### src/rtl/interboard_pkg.sv
// Shared definitions for the inter-board move protocol (receiver and future transmitter).
package interboard_pkg;

  localparam int unsigned NIBBLES = 6;
  localparam int unsigned PKT_W   = 4 * NIBBLES;

  typedef enum logic [3:0] {
    TABLE_TAKE      = 4'd0,
    TABLE_DOWN      = 4'd1,
    TABLE_SHIFT     = 4'd2,
    HAND_TAKE       = 4'd3,
    HAND_DOWN       = 4'd4,
    DECK_DRAW       = 4'd5,
    STATE_TURN      = 4'd6,
    STATE_RST_TABLE = 4'd7,
    STATE_CHEAT     = 4'd8
  } msg_type_e;

  localparam logic [3:0] MSG_MAX = 4'(STATE_CHEAT);

  localparam int unsigned TYPE_LSB = 0;
  localparam int unsigned X_LSB    = 4;
  localparam int unsigned Y_LSB    = 9;
  localparam int unsigned CARD_LSB = 12;
  localparam int unsigned SEL_LSB  = 18;
  localparam int unsigned DIR_LSB  = 21;

  typedef struct packed {
    logic [3:0] msg_type;
    logic [4:0] block_x;
    logic [2:0] block_y;
    logic [5:0] card;
    logic [2:0] sel_len;
    logic       move_dir;
  } move_msg_t;

  // Bits [23:22] are reserved and deliberately not extracted.
  function automatic move_msg_t unpack_msg(input logic [PKT_W-1:0] pkt);
    move_msg_t m;
    m.msg_type = pkt[TYPE_LSB +: 4];
    m.block_x  = pkt[X_LSB    +: 5];
    m.block_y  = pkt[Y_LSB    +: 3];
    m.card     = pkt[CARD_LSB +: 6];
    m.sel_len  = pkt[SEL_LSB  +: 3];
    m.move_dir = pkt[DIR_LSB];
    return m;
  endfunction

  function automatic logic msg_valid(input logic [3:0] msg_type);
    return msg_type <= MSG_MAX;
  endfunction

endpackage

### src/rtl/interboard_if.sv
// Board-to-board receive pins plus the decoded message towards GameControl.
interface interboard_if;
  logic       rx_req;
  logic [3:0] rx_data;
  logic       rx_ack;
  logic       interboard_en;
  logic [3:0] interboard_msg_type;
  logic [4:0] interboard_block_x;
  logic [2:0] interboard_block_y;
  logic [5:0] interboard_card;
  logic [2:0] interboard_sel_len;
  logic       interboard_move_dir;
  logic       rx_error;
  logic       rx_busy;

  modport master (
    output rx_req, rx_data,
    input  rx_ack, interboard_en, interboard_msg_type, interboard_block_x,
           interboard_block_y, interboard_card, interboard_sel_len,
           interboard_move_dir, rx_error, rx_busy
  );

  modport slave (
    input  rx_req, rx_data,
    output rx_ack, interboard_en, interboard_msg_type, interboard_block_x,
           interboard_block_y, interboard_card, interboard_sel_len,
           interboard_move_dir, rx_error, rx_busy
  );
endinterface

### src/rtl/sync_ff.sv
// Multi-flop synchroniser for a single asynchronous bit; clears to 0 on reset.
module sync_ff #(
  parameter int unsigned STAGES = 2
) (
  input  logic clk,
  input  logic rst,
  input  logic d,
  output logic q
);

  logic [STAGES-1:0] stg;

  always_ff @(posedge clk or posedge rst) begin
    if (rst) stg <= '0;
    else     stg <= {stg[STAGES-2:0], d};
  end

  assign q = stg[STAGES-1];

endmodule

### src/rtl/interboard_rx.sv
// Four-phase req/ack nibble deserialiser for inter-board move messages,
// with a progress watchdog that aborts stalled packets.
module interboard_rx
  import interboard_pkg::*;
#(
  parameter int unsigned TIMEOUT     = 1_000_000,
  parameter int unsigned SYNC_STAGES = 2
) (
  input logic         clk,
  input logic         rst,
  interboard_if.slave bus
);

  localparam int unsigned WD_W     = (TIMEOUT > 2) ? $clog2(TIMEOUT) : 1;
  localparam logic [WD_W-1:0] WD_LAST  = WD_W'(TIMEOUT - 1);
  localparam logic [2:0]      LAST_NIB = 3'(NIBBLES - 1);

  typedef enum logic [1:0] {WAIT_REQ, ACK, FLUSH} state_e;

  state_e           state;
  logic [2:0]       cnt;
  logic [PKT_W-1:0] pkt;
  logic [WD_W-1:0]  wdog;
  logic             req_s;
  logic             ack, en, err, busy;
  move_msg_t        fields;
  move_msg_t        rx_msg;
  logic             counting;

  sync_ff #(.STAGES(SYNC_STAGES)) u_req_sync (
    .clk (clk),
    .rst (rst),
    .d   (bus.rx_req),
    .q   (req_s)
  );

  assign rx_msg = unpack_msg(pkt);

  // Watchdog only runs while a handshake is owed by the peer mid-packet.
  always_comb begin
    counting = 1'b0;
    if (state == ACK && req_s)                        counting = 1'b1;
    if (state == WAIT_REQ && !req_s && cnt != 3'd0)   counting = 1'b1;
  end

  always_ff @(posedge clk or posedge rst) begin
    if (rst) begin
      state  <= WAIT_REQ;
      cnt    <= '0;
      pkt    <= '0;
      wdog   <= '0;
      ack    <= 1'b0;
      en     <= 1'b0;
      err    <= 1'b0;
      busy   <= 1'b0;
      fields <= '0;
    end else begin
      en  <= 1'b0;
      err <= 1'b0;
      if (counting && wdog == WD_LAST) begin
        err   <= 1'b1;
        ack   <= 1'b0;
        cnt   <= '0;
        pkt   <= '0;
        wdog  <= '0;
        busy  <= 1'b1;
        state <= FLUSH;
      end else begin
        if (counting) wdog <= wdog + 1'b1;
        unique case (state)
          WAIT_REQ: if (req_s) begin
            pkt[4*cnt +: 4] <= bus.rx_data;
            ack   <= 1'b1;
            busy  <= 1'b1;
            wdog  <= '0;
            state <= ACK;
          end
          ACK: if (!req_s) begin
            ack   <= 1'b0;
            wdog  <= '0;
            state <= WAIT_REQ;
            if (cnt == LAST_NIB) begin
              cnt  <= '0;
              busy <= 1'b0;
              if (msg_valid(rx_msg.msg_type)) begin
                fields <= rx_msg;
                en     <= 1'b1;
              end else begin
                err <= 1'b1;
              end
            end else begin
              cnt <= cnt + 3'd1;
            end
          end
          FLUSH: if (!req_s) begin
            cnt   <= '0;
            wdog  <= '0;
            busy  <= 1'b0;
            state <= WAIT_REQ;
          end
          default: state <= WAIT_REQ;
        endcase
      end
    end
  end

  assign bus.rx_ack              = ack;
  assign bus.interboard_en       = en;
  assign bus.interboard_msg_type = fields.msg_type;
  assign bus.interboard_block_x  = fields.block_x;
  assign bus.interboard_block_y  = fields.block_y;
  assign bus.interboard_card     = fields.card;
  assign bus.interboard_sel_len  = fields.sel_len;
  assign bus.interboard_move_dir = fields.move_dir;
  assign bus.rx_error            = err;
  assign bus.rx_busy             = busy;

endmodule

### src/flat_wrapper.sv
// flat-port wrapper written by rule: the top's interface ports become plain ports
module interboard_rx_flat import interboard_pkg::*;
#(
  parameter int unsigned TIMEOUT     = 1_000_000,
  parameter int unsigned SYNC_STAGES = 2
)
  (clk, rst, bus_rx_req, bus_rx_data, bus_rx_ack, bus_interboard_en, bus_interboard_msg_type, bus_interboard_block_x, bus_interboard_block_y, bus_interboard_card, bus_interboard_sel_len, bus_interboard_move_dir, bus_rx_error, bus_rx_busy);
  interboard_if bus_i ();
  input logic clk;
  input logic rst;
  input wire logic [$bits(bus_i.rx_req)-1:0] bus_rx_req;
  input wire logic [$bits(bus_i.rx_data)-1:0] bus_rx_data;
  output wire logic [$bits(bus_i.rx_ack)-1:0] bus_rx_ack;
  output wire logic [$bits(bus_i.interboard_en)-1:0] bus_interboard_en;
  output wire logic [$bits(bus_i.interboard_msg_type)-1:0] bus_interboard_msg_type;
  output wire logic [$bits(bus_i.interboard_block_x)-1:0] bus_interboard_block_x;
  output wire logic [$bits(bus_i.interboard_block_y)-1:0] bus_interboard_block_y;
  output wire logic [$bits(bus_i.interboard_card)-1:0] bus_interboard_card;
  output wire logic [$bits(bus_i.interboard_sel_len)-1:0] bus_interboard_sel_len;
  output wire logic [$bits(bus_i.interboard_move_dir)-1:0] bus_interboard_move_dir;
  output wire logic [$bits(bus_i.rx_error)-1:0] bus_rx_error;
  output wire logic [$bits(bus_i.rx_busy)-1:0] bus_rx_busy;
  assign bus_i.rx_req = bus_rx_req;
  assign bus_i.rx_data = bus_rx_data;
  assign bus_rx_ack = bus_i.rx_ack;
  assign bus_interboard_en = bus_i.interboard_en;
  assign bus_interboard_msg_type = bus_i.interboard_msg_type;
  assign bus_interboard_block_x = bus_i.interboard_block_x;
  assign bus_interboard_block_y = bus_i.interboard_block_y;
  assign bus_interboard_card = bus_i.interboard_card;
  assign bus_interboard_sel_len = bus_i.interboard_sel_len;
  assign bus_interboard_move_dir = bus_i.interboard_move_dir;
  assign bus_rx_error = bus_i.rx_error;
  assign bus_rx_busy = bus_i.rx_busy;
  interboard_rx #(.TIMEOUT(TIMEOUT), .SYNC_STAGES(SYNC_STAGES)) u_core (.clk(clk), .rst(rst), .bus(bus_i));
endmodule
### config.mk
export PLATFORM = sky130hd
export DESIGN_NAME = interboard_rx_flat
export DESIGN_NICKNAME = d
export VERILOG_FILES = /design/src/rtl/interboard_pkg.sv /design/src/rtl/interboard_if.sv /design/src/rtl/sync_ff.sv /design/src/rtl/interboard_rx.sv /design/src/flat_wrapper.sv
export SDC_FILE = /design/constraint.sdc
export NUM_CORES = 1
export LEC_CHECK = 0
export CAP_MARGIN = 0
export CORE_ASPECT_RATIO = 1.1
export CORE_MARGIN = 2
export CORE_UTILIZATION = 61
export CTS_BUF_LIST = sky130_fd_sc_hd__clkbuf_16
export CTS_CLUSTER_DIAMETER = 200
export CTS_CLUSTER_SIZE = 10
export DETAILED_ROUTE_END_ITERATION = 8
export PLACE_DENSITY = 0.82
export SKIP_CTS_REPAIR_TIMING = 1
export SKIP_LAST_GASP = 1
export SYNTH_ARGS = -nofsm -noshare
export SYNTH_HDL_FRONTEND = slang
export SYNTH_SLANG_ARGS = --single-unit
### constraint.sdc
create_clock -name clk -period 7.49 [get_ports clk]
set_clock_uncertainty 0.1 [all_clocks]
set_input_delay 1.498 -clock clk [delete_from_list [all_inputs] [get_ports clk]]
set_output_delay 1.498 -clock clk [all_outputs]
set_load 0.01 [all_outputs]
== Word level (Yosys, flattened, before mapping) ==
Cells that the tools add are included.

* Magnitude comparators: 1
* Add/subtract/negate cells: 3
* Equal/unequal tests: 9
* Bitwise operators: 2
* Reductions and logical operators: 19
* Shift operators: 2
* Muxes and demuxes: 38

{| class="wikitable"
|+ Operators by type and width
! cell !! number
|-
| 20-bit two-way mux || 4
|-
| 24-bit two-way mux || 3
|-
| 20-bit case mux with 2 select lines || 1
|-
| 5-bit negator with 34-bit output || 1
|-
| 4-bit by 34-bit variable shift with 24-bit output (first input constant) || 1
|-
| 4-bit by 34-bit variable part select with 24-bit output || 1
|-
| 24-bit bitwise mux || 1
|-
| 20-bit by 1-bit adder with 20-bit output (second input constant) || 1
|-
| 20-bit == test (second input constant) || 1
|-
| 1-bit two-way mux || 18
|-
| 3-bit two-way mux || 4
|-
| 5-bit AND reduction || 2
|-
| 3-bit != test (second input constant) || 3
|-
| 3-bit nonzero test || 3
|-
| 2-bit two-way mux || 3
|-
| 3-bit by 2-bit != test with 1-bit output (second input constant) || 2
|-
| 3-bit case mux with 2 select lines || 1
|-
| 3-bit AND reduction || 2
|-
| 4-bit <= comparator (second input constant) || 1
|-
| 1-bit logical AND || 4
|-
| 2-bit case mux with 2 select lines || 1
|-
| 2-bit AND reduction || 2
|-
| 2-bit nonzero test || 2
|-
| 4-bit nonzero test || 1
|-
| 10 further kinds || 11
|}

* Output and inout bits: 26
* Word-level logic and storage cells: 89
* Bits of input ports: 7
* Flip-flop bits (word level): 77

== Depth between registers and ports, before layout ==
Gate-level depths: netlist of the first run.

* Depth in word-level cells: 8
* Mapped depth: 10
* Depth with buffers taken out: 7

== Modules after synthesis ==
A second synthesis of the first run with hierarchy kept.

* Cells, all modules: 347
* Area total of the unflattened synthesis: 3701.0 µm²

{| class="wikitable"
|+ By module, submodules not included
! module !! times used !! cells an instance !! area an instance (µm²) !! seq. area each (µm²)
|-
| interboard_rx || 1 || 344 || 3647.2 || 1826.8
|-
| sync_ff || 1 || 3 || 53.8 || 50.0
|}

== Least setup slack after synthesis of the first run ==
OpenSTA, ideal clock, no wires.

* Path type: reg2reg
* Start: register u_core.cnt[0]
* End: register u_core.wdog[17]
* Required time: 7313 ps
* Cell stages (with the launch flop): 10
* Arrival: 2655 ps
* Setup slack: 4658 ps
* Cells stage by stage: dfrtp_1 -> clkbuf_1 -> inv_1 -> ha_1 -> ha_1 -> or3b_1 -> a2111o_1 -> clkbuf_1 -> or4_1 -> a21oi_1

* Cells in the longest elaborated chain, start to end: 7
* Elaborated cells between the ends (all ways): 9
* Those cells by class: 6 x mux; 3 x reduce/logical

{| class="wikitable"
|+ RTL lines
! element !! RTL line !! text
|-
| from (decl) || interboard_rx.sv:21 || <nowiki>logic [2:0] cnt;</nowiki>
|-
| from (signal assigned) || interboard_rx.sv:92 || <nowiki>cnt <= cnt + 3'd1;</nowiki>
|-
| 3-bit nonzero test (*) || interboard_rx.sv:43 || <nowiki>if (state == WAIT_REQ && !req_s && cnt != 3'd0) counting = 1'b1;</nowiki>
|-
| 1-bit logical AND (*) || interboard_rx.sv:43 ||
|-
| 1-bit two-way mux (*) || interboard_rx.sv:43 ||
|-
| 20-bit two-way mux || interboard_rx.sv:69 || <nowiki>if (counting) wdog <= wdog + 1'b1;</nowiki>
|-
| 20-bit two-way mux, on equally long branches || interboard_rx.sv:78, interboard_rx.sv:95, interboard_rx.sv:71 ||
|-
| 20-bit case mux with 2 select lines || interboard_rx.sv:70 || <nowiki>unique case (state)</nowiki>
|-
| 20-bit two-way mux (*) || interboard_rx.sv:60 || <nowiki>if (counting && wdog == WD_LAST) begin</nowiki>
|-
| to (signal assigned) || interboard_rx.sv:69 ||
|-
| to (decl) || interboard_rx.sv:23 || <nowiki>logic [WD_W-1:0] wdog;</nowiki>
|}

Every way passes the cells marked *; elsewhere a longest branch is shown, timed or not.
A chain may end at the register's enable or synchronous reset.

== Worst setup path in the final report of the first run ==
* Start: register u_core.cnt[0]
* End: register u_core.fields, in the netlist u_core.bus.interboard_block_x[2]

* Cells in the longest elaborated chain, start to end: 6
* Elaborated cells between the ends (all ways): 7
* Those cells by class: 1 x eq/ne; 1 x mux; 1 x bitwise; 4 x reduce/logical

{| class="wikitable"
|+ RTL lines
! element !! RTL line !! text
|-
| 3-bit nonzero test || interboard_rx.sv:43 ||
|-
| 1-bit logical AND || interboard_rx.sv:43 ||
|-
| 1-bit two-way mux || interboard_rx.sv:43 ||
|-
| 1-bit logical AND || interboard_rx.sv:60 ||
|-
| 1-bit NOT (no line) || n/a ||
|-
| 5-bit AND reduction (no line) (*) || n/a ||
|-
| to (signal assigned) || interboard_rx.sv:86 || <nowiki>fields <= rx_msg;</nowiki>
|-
| to (decl) || interboard_rx.sv:26 || <nowiki>move_msg_t fields;</nowiki>
|}

Marked as above.

==> results of run 1 <==
flip-flops by register name (all words and copies together) (netlist names), 2 cells and up:
| signal | flops |
|---|---|
| u_core.bus.interboard_block_x | 5 |
| u_core.bus.interboard_block_y | 3 |
| u_core.bus.interboard_card | 6 |
| u_core.bus.interboard_msg_type | 4 |
| u_core.bus.interboard_sel_len | 3 |
| u_core.cnt | 3 |
| u_core.pkt | 22 |
| u_core.state | 2 |
| u_core.u_req_sync.stg | 2 |
| u_core.wdog | 20 |
logic make-up (layout without fill, tap and decap cells):
| kind of cell | after synthesis | after routing | share of synthesized area, % |
|---|---|---|---|
| AO/OA/AOI/OAI | 60 | 60 | 11.2 |
| XOR/XNOR | 8 | 8 | 1.95 |
| adder cells (fa/ha/maj) | 11 | 11 | 3.84 |
| buffers and inverters | 26 | 62 | 3.42 |
| flip-flops | 75 | 75 | 52.3 |
| multiplexers | 36 | 36 | 10.8 |
| AND/OR/NAND/NOR | 108 | 108 | 16.4 |
layout make-up:
class	count	area [µm²]	share of cell area, %
sequential	75	1880	44.4
multi-input combinational	223	1590	37.6
timing repair buffer	34	335	7.93
clock buffer	9	225	5.33
tap	77	96.3	2.28
clock inverter	7	60.1	1.42
inverter	12	45.0	1.07
placed cells by master, fill, tap and decap left out, drive strengths merged, types with 3 or more instances in the layout:
| cell | count |
|---|---|
| nand2 | 15 |
| xnor2 | 4 |
| a22oi | 5 |
| clkbuf | 9 |
| a21oi | 22 |
| inv | 13 |
| mux2i | 13 |
| nand2b | 3 |
| a21o | 3 |
| dfrtp | 75 |
| or3 | 8 |
| clkinv | 4 |
| o21ai | 12 |
| o31ai | 5 |
| clkdlybuf4s50 | 32 |
| xor2 | 4 |
| nand4 | 8 |
| nand3 | 10 |
| or4 | 5 |
| nor2 | 35 |
| nand3b | 4 |
| ha | 11 |
| and3 | 6 |
| mux2 | 23 |
metal layers:
metal | routed length, µm | up-vias
met5 | 0 | -
met4 | 242 | 0
met3 | 242 | 19
met2 | 3860 | 64
met1 | 3210 | 1256
li1 | - | 1224
worst max-delay path, stage by stage, from the launching register on:
cell and delay (ns):
dfrtp_1 0.56, inv_1 0.11, ha_1 0.22, ha_1 0.23
nand4bb_1 0.28, a21o_1 0.33, o21ai_4 0.64, mux2_2 0.44
power groups by stage:
stage | Combinational (µW) | Sequential [µW] | Clock, µW
global placement | 428 | 602 | 0
detailed placement | 449 | 612 | 0
finish | 455 | 607 | 414
global route | 502 | 623 | 438
floorplan | 285 | 603 | 0
CTS | 457 | 608 | 416
through the flow:
step / utilization, % / power, µW
floorplan: - / 888
global placement: 68.7 / 1030
detailed placement: 68.7 / 1060
CTS: 73.7 / 1480
global route: 73.7 / 1560
finish: 73.7 / 1480
final timing paths:
kind,from,endpoint
min in group asynchronous,rst,u_core.bus.rx_busy$_DFFE_PP0P_
worst min register to register,u_core.u_req_sync.stg[0]$_DFF_PP0_,u_core.u_req_sync.stg[1]$_DFF_PP0_
worst max-delay path,u_core.cnt[0]$_DFFE_PP0P_,u_core.bus.interboard_block_x[2]$_DFFE_PP0P_
worst max register to register,u_core.cnt[0]$_DFFE_PP0P_,u_core.bus.interboard_block_x[2]$_DFFE_PP0P_
worst min-delay path,u_core.u_req_sync.stg[0]$_DFF_PP0_,u_core.u_req_sync.stg[1]$_DFF_PP0_
max in group asynchronous,rst,u_core.bus.interboard_card[4]$_DFFE_PP0P_
==> impl_metrics.py, run 1 <==
metrics = {
    "hold_path": {
        "hold_class": "register to register",
        "min_delay_path_depth": 0,
    },
    "power_and_ir_drop": {
        "power_frac_seq_pct": 41.1,
        "cellLeakagePower_uw": 0.00190,
        "p_int_uw": 990,
        "switching_share_pct": 32.9,
        "p_switching_uw": 486,
        "peakVddDrop_uv": 168,
        "p_comb_share_pct": 30.8,
        "clockPowerShare_pct": 28.1,
        "p_per_area_nw_per_um2": 349,
    },
    "place": {
        "place_area_um2": 3940,
        "gp_congestion": 0.817,
        "io_buffer_count": 32,
        "dpl_worst_slack_ns": 4.48,
        "dp_cells": 421,
        "dpl.hpwl_um": 4890,
    },
    "cts": {
        "cts_buffers": 9,
        "clk_pin_slew_ns": 0.06,
        "clk_latency_ns": 0.33,
        "h-tree-depth": 3,
        "clockBufferDepth": 2,
        "clockRootBuffer": "clkbuf_16",
        "cts_sinks": 75,
        "cts_tree": "built",
    },
    "critical_path": {
        "end_kind": "register",
        "critPathKind": "register to register",
        "path_max_fanout": 23,
        "cp.arrival_ns": 3.17,
        "r2r_cells": 7,
        "critPathRequiredTime_ns": 7.60,
        "reg2reg_slack_ns": 4.43,
        "start_kind": "register",
    },
    "yosys": {
        "syn_inst": 324,
        "syn_avg_cell_area_um2": 11.1,
        "synth.most_common_cell": "dfrtp_1",
        "synth.top_cell.area_share_pct": 52.3,
        "syn-cell-area_um2": 3590,
        "syn-num-nets": 342,
        "synth_edf_count": 0,
        "yosys.area.top_type": "dfrtp_1",
        "yosysWarningCount": 0,
        "synth-seq-area-share_pct": 52.3,
        "synth_seq_cells": 75,
        "ys_types": 53,
        "synthFlopType": "dfrtp_1",
        "synth_area_leaders": "dfrtp_1, mux2_2, ha_1",
        "async_flop_share_pct": 100,
        "synthTopCellsByCount": "dfrtp_1, nor2_1, a21oi_1",
    },
    "floorplanning": {
        "start_util_pct": 62.6,
        "std_cell_rows": 29,
        "die-height_um": 84.4,
        "fp.coreArea_um2": 5730,
        "die_width_um": 77.1,
        "io_pins": 33,
        "die_area_um2": 6510,
    },
    "timing": {
        "rsz0062_at_grt": "false",
        "fmax_mhz": 327,
        "final_period_minus_worst_setup_slack_ns": 3.06,
        "fin_ws_ns": 4.43,
        "final-setup-viol-count": 0,
        "setup_tns_ns": 0,
        "final_hold_viol_count": 0,
        "max-slew-margin-rel_pct": 38.0,
        "timing.final.crit_share_pct": 40.8,
        "finalMaxSlewViolations": 0,
        "hold-worst-slack_ns": 0.249,
        "worst_slew_pin_slew_ns": 0.931,
    },
    "grt": {
        "use_met3_pct": 4.52,
        "grt_usage_pct": 25.4,
        "busiest_layer": "met2",
        "grt_use_met2_pct": 42.3,
        "antenna_found_initial": 0,
        "grt_pass1_wl_um": 12900,
        "met1_usage_pct": 32.4,
        "grt_pass1_vias": 2577,
        "grt-ovfl-total": 0,
        "grt_max_degree": 76,
    },
    "layout": {
        "layout-drive-gt1-share_pct": 11.9,
        "fillCellCount": 439,
        "final_area_um2": 4230,
        "nets": 373,
        "finalNonFillerCells": 437,
        "area_delta_synth_final_pct": 17.8,
        "antenna_cells": 0,
    },
    "routing": {
        "postRouteAntennaNets": 0,
        "viasPerCell": 5.86,
        "drt_wl_total_um": 7550,
        "drc": 0,
        "drt_iter0_drc": 239,
        "vias": 2563,
        "wl_per_cell_um": 17.3,
        "drt_pass1_iterations": 5,
    },
    "job": {
        "maxCapViolations": 0,
    },
    "status": {
        "outcome": "finished, final reports clean",
    },
}
No activity file was read; power rests on OpenSTA's default activity.
==> run 2, diff against run 1 <==
--- a/config.mk
+++ b/config.mk
@@ -8,12 +8,12 @@
 export CAP_MARGIN = 0
 export CORE_ASPECT_RATIO = 1.1
 export CORE_MARGIN = 2
-export CORE_UTILIZATION = 61
+export CORE_UTILIZATION = 57
 export CTS_BUF_LIST = sky130_fd_sc_hd__clkbuf_16
 export CTS_CLUSTER_DIAMETER = 200
 export CTS_CLUSTER_SIZE = 10
 export DETAILED_ROUTE_END_ITERATION = 8
-export PLACE_DENSITY = 0.82
+export PLACE_DENSITY = 0.77
 export SKIP_CTS_REPAIR_TIMING = 1
 export SKIP_LAST_GASP = 1
 export SYNTH_ARGS = -nofsm -noshare
==> constraint.sdc (replaced) <==
create_clock -name clk -period 3.16 [get_ports clk]
set_clock_uncertainty 0.1 [all_clocks]
set_input_delay 0.632 -clock clk [delete_from_list [all_inputs] [get_ports clk]]
set_output_delay 0.632 -clock clk [all_outputs]
set_load 0.01 [all_outputs]
==> run 2 against run 1 <==
  * Die area up 6.7%
  * Critical path type unchanged
  * Non-clock buffer count up 4
  * Highest routed layer unchanged
  * Wire length down 5.8%
  * Clock power up 140%
  * Sequential power up 130%
==> impl_metrics.py, run 2 (synthesis results as in run 1) <==
metrics = {
    "power_and_ir_drop": {
        "p_per_area_nw_per_um2": 816,
        "peakVddDrop_uv": 384,
        "cellLeakagePower_uw": 0.00192,
    },
    "routing": {
        "drc": 0,
        "met2_length_um": 3640,
        "postRouteAntennaNets": 0,
        "drt_iter0_drc": 100,
        "wl_per_cell_um": 16.0,
        "vias": 2625,
        "top_layer_used": "met4",
        "viasPerCell": 5.91,
        "drt_wl_total_um": 7120,
        "wl_met1_um": 2980,
        "met3_length_um": 267,
        "drt_pass1_iterations": 5,
    },
    "critical_path": {
        "start_kind": "register",
        "end_kind": "register",
        "reg2reg_slack_ns": 0.42,
        "path_max_fanout": 11,
        "critPathBufInv": 1,
        "cpLargestDelayFamily": "simple AND/OR/NAND/NOR gates",
        "critPathSlowestCell": "a2111o_1",
        "crit_path_max_incr_delay_ns": 0.56,
        "critPathRequiredTime_ns": 3.32,
        "worstReg2RegStart": "u_core.cnt[1]$_DFFE_PP0P_",
        "critPathCapture": "u_core.wdog[19]$_DFF_PP0_",
        "cp.arrival_ns": 2.90,
        "r2r_end": "u_core.wdog[19]$_DFF_PP0_",
        "cpMostUsedCell": "ha_1",
        "path_cells": "inv_1, ha_1, ha_1, or3b_1, a2111o_1, or4_1, a21oi_1",
        "cp.depth": 7,
        "r2r_cells": 7,
        "critPathKind": "register to register",
        "cp-startpoint": "u_core.cnt[1]$_DFFE_PP0P_",
    },
    "place": {
        "io_buffer_count": 32,
        "dp_cells": 428,
        "dpl.hpwl_um": 5010,
        "place_area_um2": 3990,
        "gp_congestion": 0.850,
    },
    "status": {
        "outcome": "finished, final reports clean",
    },
    "grt": {
        "grt_pass1_wl_um": 12100,
        "antenna_found_initial": 0,
        "grt_pass1_vias": 2586,
        "grt_usage_pct": 23.0,
        "grt-ovfl-total": 0,
        "grt_max_degree": 34,
    },
    "timing": {
        "fmax_mhz": 364,
        "final-setup-viol-count": 0,
        "final_hold_viol_count": 0,
        "rsz0062_at_grt": "false",
        "finalMaxSlewViolations": 0,
        "max-slew-margin-rel_pct": 59.6,
        "timing.final.crit_share_pct": 86.9,
        "worst_slew_pin_slew_ns": 0.605,
        "setup_tns_ns": 0,
        "final_period_minus_worst_setup_slack_ns": 2.74,
    },
    "layout": {
        "layout_commonest_cell": "dfrtp_1",
        "post-route-util_pct": 70.0,
        "largest_reg_flops": 22,
        "area_delta_synth_final_pct": 19.4,
        "finalNonFillerCells": 444,
        "antenna_cells": 0,
        "top_register": "u_core.pkt",
        "nets": 377,
        "layout-drive-gt1-share_pct": 13.5,
        "fillCellCount": 463,
        "final_area_um2": 4280,
        "final_cell_mix": "dfrtp_1, nor2_1, clkdlybuf4s50_1, a21oi_1, mux2_2",
    },
    "cts": {
        "clk_pin_slew_ns": 0.06,
        "h-tree-depth": 3,
        "cts_buffers": 9,
        "cts_sinks": 75,
        "clockBufferDepth": 2,
        "cts_tree": "built",
        "clockRootBuffer": "clkbuf_16",
        "clk_latency_ns": 0.33,
    },
    "floorplanning": {
        "std_cell_rows": 30,
        "start_util_pct": 58.6,
        "fp.coreArea_um2": 6120,
        "die_width_um": 79.6,
        "io_pins": 33,
        "die-height_um": 87.2,
        "die_area_um2": 6940,
    },
    "job": {
        "maxCapViolations": 0,
    },
    "hold_path": {
        "hold_class": "register to register",
        "hold_start": "u_core.u_req_sync.stg[0]$_DFF_PP0_",
    },
}
[run 2: cell count changes in the layout (fill, tap and decap cells not counted)]
cell and delta:
inv_1 -1, clkinvlp_4 +1, clkinv_4 +1, buf_12 +1, clkinv_1 -1, buf_4 +3
[run 2: routing by layer]
metal	vias up	track usage, %
met4	0	13.3
met3	23	4.25
met1	1295	27.0
met2	65	39.3
met5	-	0
li1	1242	-
[run 2: final cells by class]
class	instances	area, µm²	share of cell area (%)
Timing Repair Buffer	38	378	8.83
Clock inverter	7	68.8	1.61
Inverter	12	45.0	1.05
Multi-Input combinational cell	223	1590	37.1
Sequential cell	75	1880	43.8
Tap cell	80	100	2.34
Clock buffer	9	225	5.26
[run 2: where the power goes]
group          switching [µW]  internal (µW)
combinational             558            531
clock                     386            607
sequential                187           1230
total                    1130           2360
[run 2: through the flow]
stage,power [µW],hold slack [ns],worst slack (ns)
2_1_floorplan,2110,0.231,0.328
5_1_grt,3710,0.256,0.260
6_report,3500,0.251,0.415
4_1_cts,3520,0.254,0.439
3_3_place_gp,2460,0.234,0.532
3_5_place_dp,2510,0.241,0.439
[run 2: worst min path at each step]
stage / slack [ns] / depth (start not counted) / endpoint
2_1_floorplan: 0.23 / 0 / u_core.u_req_sync.stg[1]$_DFF_PP0_
3_3_place_gp: 0.23 / 0 / u_core.u_req_sync.stg[1]$_DFF_PP0_
3_5_place_dp: 0.24 / 0 / u_core.u_req_sync.stg[1]$_DFF_PP0_
4_1_cts: 0.25 / 0 / u_core.u_req_sync.stg[1]$_DFF_PP0_
5_1_grt: 0.26 / 0 / u_core.u_req_sync.stg[1]$_DFF_PP0_
6_report: 0.25 / 0 / u_core.u_req_sync.stg[1]$_DFF_PP0_
==> run 3, diff against run 2 <==
--- a/config.mk
+++ b/config.mk
@@ -8,12 +8,13 @@
 export CAP_MARGIN = 0
 export CORE_ASPECT_RATIO = 1.1
 export CORE_MARGIN = 2
-export CORE_UTILIZATION = 57
+export CORE_UTILIZATION = 48
 export CTS_BUF_LIST = sky130_fd_sc_hd__clkbuf_16
 export CTS_CLUSTER_DIAMETER = 200
 export CTS_CLUSTER_SIZE = 10
 export DETAILED_ROUTE_END_ITERATION = 8
-export PLACE_DENSITY = 0.77
+export PLACE_DENSITY = 0.67
+export REMOVE_ABC_BUFFERS = 1
 export SKIP_CTS_REPAIR_TIMING = 1
 export SKIP_LAST_GASP = 1
 export SYNTH_ARGS = -nofsm -noshare
==> run 3 against run 2 <==
  * Wire length down 3.2%
  * Cell count up 1.1%
  * Clock power down 2.3%
  * Critical path depth unchanged
  * Via count down 3.3%
  * Utilization down 12 points
  * Global-route usage down 4.6 points
  * Worst setup slack worse by 0.010 ns
  * Critical endpoint unchanged
==> impl_metrics.py, run 3 (synthesis results as in run 1) <==
metrics = {
    "status": {
        "outcome": "finished, final reports clean",
    },
    "cts": {
        "cts_buffers": 9,
        "cts_tree": "built",
        "clockBufferDepth": 2,
        "h-tree-depth": 3,
        "cts_sinks": 75,
        "clockRootBuffer": "clkbuf_16",
        "clk_pin_slew_ns": 0.06,
        "clk_latency_ns": 0.33,
    },
    "floorplanning": {
        "die_width_um": 86.4,
        "std_cell_rows": 33,
        "die_area_um2": 8180,
        "die-height_um": 94.7,
        "fp.coreArea_um2": 7350,
        "io_pins": 33,
        "start_util_pct": 48.8,
    },
    "routing": {
        "postRouteAntennaNets": 0,
        "drc": 0,
        "wl_per_cell_um": 15.3,
        "drt_pass1_iterations": 5,
        "viasPerCell": 5.65,
        "drt_wl_total_um": 6890,
        "drt_iter0_drc": 104,
        "vias": 2538,
    },
    "critical_path": {
        "cpMostUsedCell": "ha_1",
        "start_kind": "register",
        "crit_path_max_incr_delay_ns": 0.56,
        "path_cells": "inv_1, ha_1, ha_1, or3b_1, a2111o_1, or4_1, a21oi_1",
        "cp.arrival_ns": 2.91,
        "critPathSlowestCell": "a2111o_1",
        "path_max_fanout": 11,
        "critPathRequiredTime_ns": 3.32,
        "critPathKind": "register to register",
        "reg2reg_slack_ns": 0.41,
        "end_kind": "register",
    },
    "timing": {
        "timing.final.crit_share_pct": 87.2,
        "rsz0062_at_grt": "false",
        "finalMaxSlewViolations": 0,
        "fmax_mhz": 363,
        "setup_tns_ns": 0,
        "final-setup-viol-count": 0,
        "worst_slew_pin_slew_ns": 0.598,
        "final_period_minus_worst_setup_slack_ns": 2.75,
        "final_hold_viol_count": 0,
        "max-slew-margin-rel_pct": 60.0,
    },
    "place": {
        "place_area_um2": 3990,
        "gp_congestion": 0.768,
        "dpl.hpwl_um": 4590,
        "io_buffer_count": 32,
    },
    "grt": {
        "grt_max_degree": 55,
        "antenna_found_initial": 0,
        "grt_usage_pct": 18.4,
        "grt_pass1_wl_um": 11700,
        "grt_pass1_vias": 2443,
        "grt-ovfl-total": 0,
    },
    "layout": {
        "nets": 376,
        "layout_commonest_cell": "dfrtp_1",
        "final_area_um2": 4270,
        "final_cell_mix": "dfrtp_1, nor2_1, clkdlybuf4s50_1, a21oi_1, mux2_2",
        "largest_reg_flops": 22,
        "top_register": "u_core.pkt",
        "layout-drive-gt1-share_pct": 12.4,
        "area_delta_synth_final_pct": 19.1,
        "antenna_cells": 0,
    },
    "power_and_ir_drop": {
        "p_per_area_nw_per_um2": 810,
        "cellLeakagePower_uw": 0.00192,
        "peakVddDrop_uv": 386,
    },
    "job": {
        "maxCapViolations": 0,
    },
    "hold_path": {
        "hold_class": "register to register",
    },
}
-- run 3: cell count changes in the layout (fill, tap and decap cells not counted), sizes merged --
cell,previous run,this run
clkinv,4,3
inv,12,13
clkinvlp,2,1
buf,6,5
-- run 3: layout make-up --
| cell class | instances | area (µm²) |
|---|---|---|
| clock buffer | 9 | 225 |
| clock inverter | 6 | 58.8 |
| fill | 612 | 3080 |
| inverter | 12 | 45.0 |
| multi-input combinational | 223 | 1590 |
| sequential | 75 | 1880 |
| tap | 87 | 109 |
| timing repair buffer | 37 | 370 |
-- run 3: power breakdown --
group,internal [µW],total (µW),switching [µW],leakage [µW]
Combinational,531,1090,556,0.000786
Sequential,1230,1400,178,0.000990
Clock,600,970,369,0.000140
-- run 3: critical path: cells and delay by family, from the launching register on --
family / cells / cell delay [ns]
AOI/OAI and AO/OA: 2 / 0.71
adders and majority gates: 2 / 0.43
buffers and inverters: 1 / 0.10
DFF: 1 / 0.45
and+or+nand+nor: 2 / 0.89
-- run 3: stage by stage --
stage          total power, µW  hold WS (ns)  worst slack, ns  cells  util [%]
2_1_floorplan             2080         0.231            0.243    310         -
6_report                  3460         0.249            0.405    449      58.1
3_3_place_gp              2460         0.236            0.516    434      54.3
5_1_grt                   3700         0.278            0.269    449      58.1
3_5_place_dp              2510         0.238            0.433    434      54.3
4_1_cts                   3500         0.250            0.425    449      58.1
-- run 3: per-layer routing --
| layer | up-vias | routed length, µm | global-route usage, % | part of all wire (%) |
|---|---|---|---|---|
| met4 | 0 | 119 | 7.81 | 1.7 |
| met3 | 10 | 235 | 4.02 | 3.4 |
| met2 | 50 | 3370 | 29.7 | 49 |
| met1 | 1243 | 3160 | 23.9 | 46 |
| met5 | - | 0 | 0 | 0 |
| li1 | 1235 | - | - | - |
-- run 3: worst paths after layout --
kind	endpoint	cells after the start	from
setup / recovery	u_core.wdog[19]$_DFF_PP0_	7	u_core.cnt[1]$_DFFE_PP0P_
hold / removal	u_core.u_req_sync.stg[1]$_DFF_PP0_	0	u_core.u_req_sync.stg[0]$_DFF_PP0_
setup reg to reg	u_core.wdog[19]$_DFF_PP0_	7	u_core.cnt[1]$_DFFE_PP0P_
hold reg to reg	u_core.u_req_sync.stg[1]$_DFF_PP0_	0	u_core.u_req_sync.stg[0]$_DFF_PP0_
max in group asynchronous	u_core.wdog[2]$_DFF_PP0_	3	rst
min in group asynchronous	u_core.bus.rx_error$_DFF_PP0_	2	rst
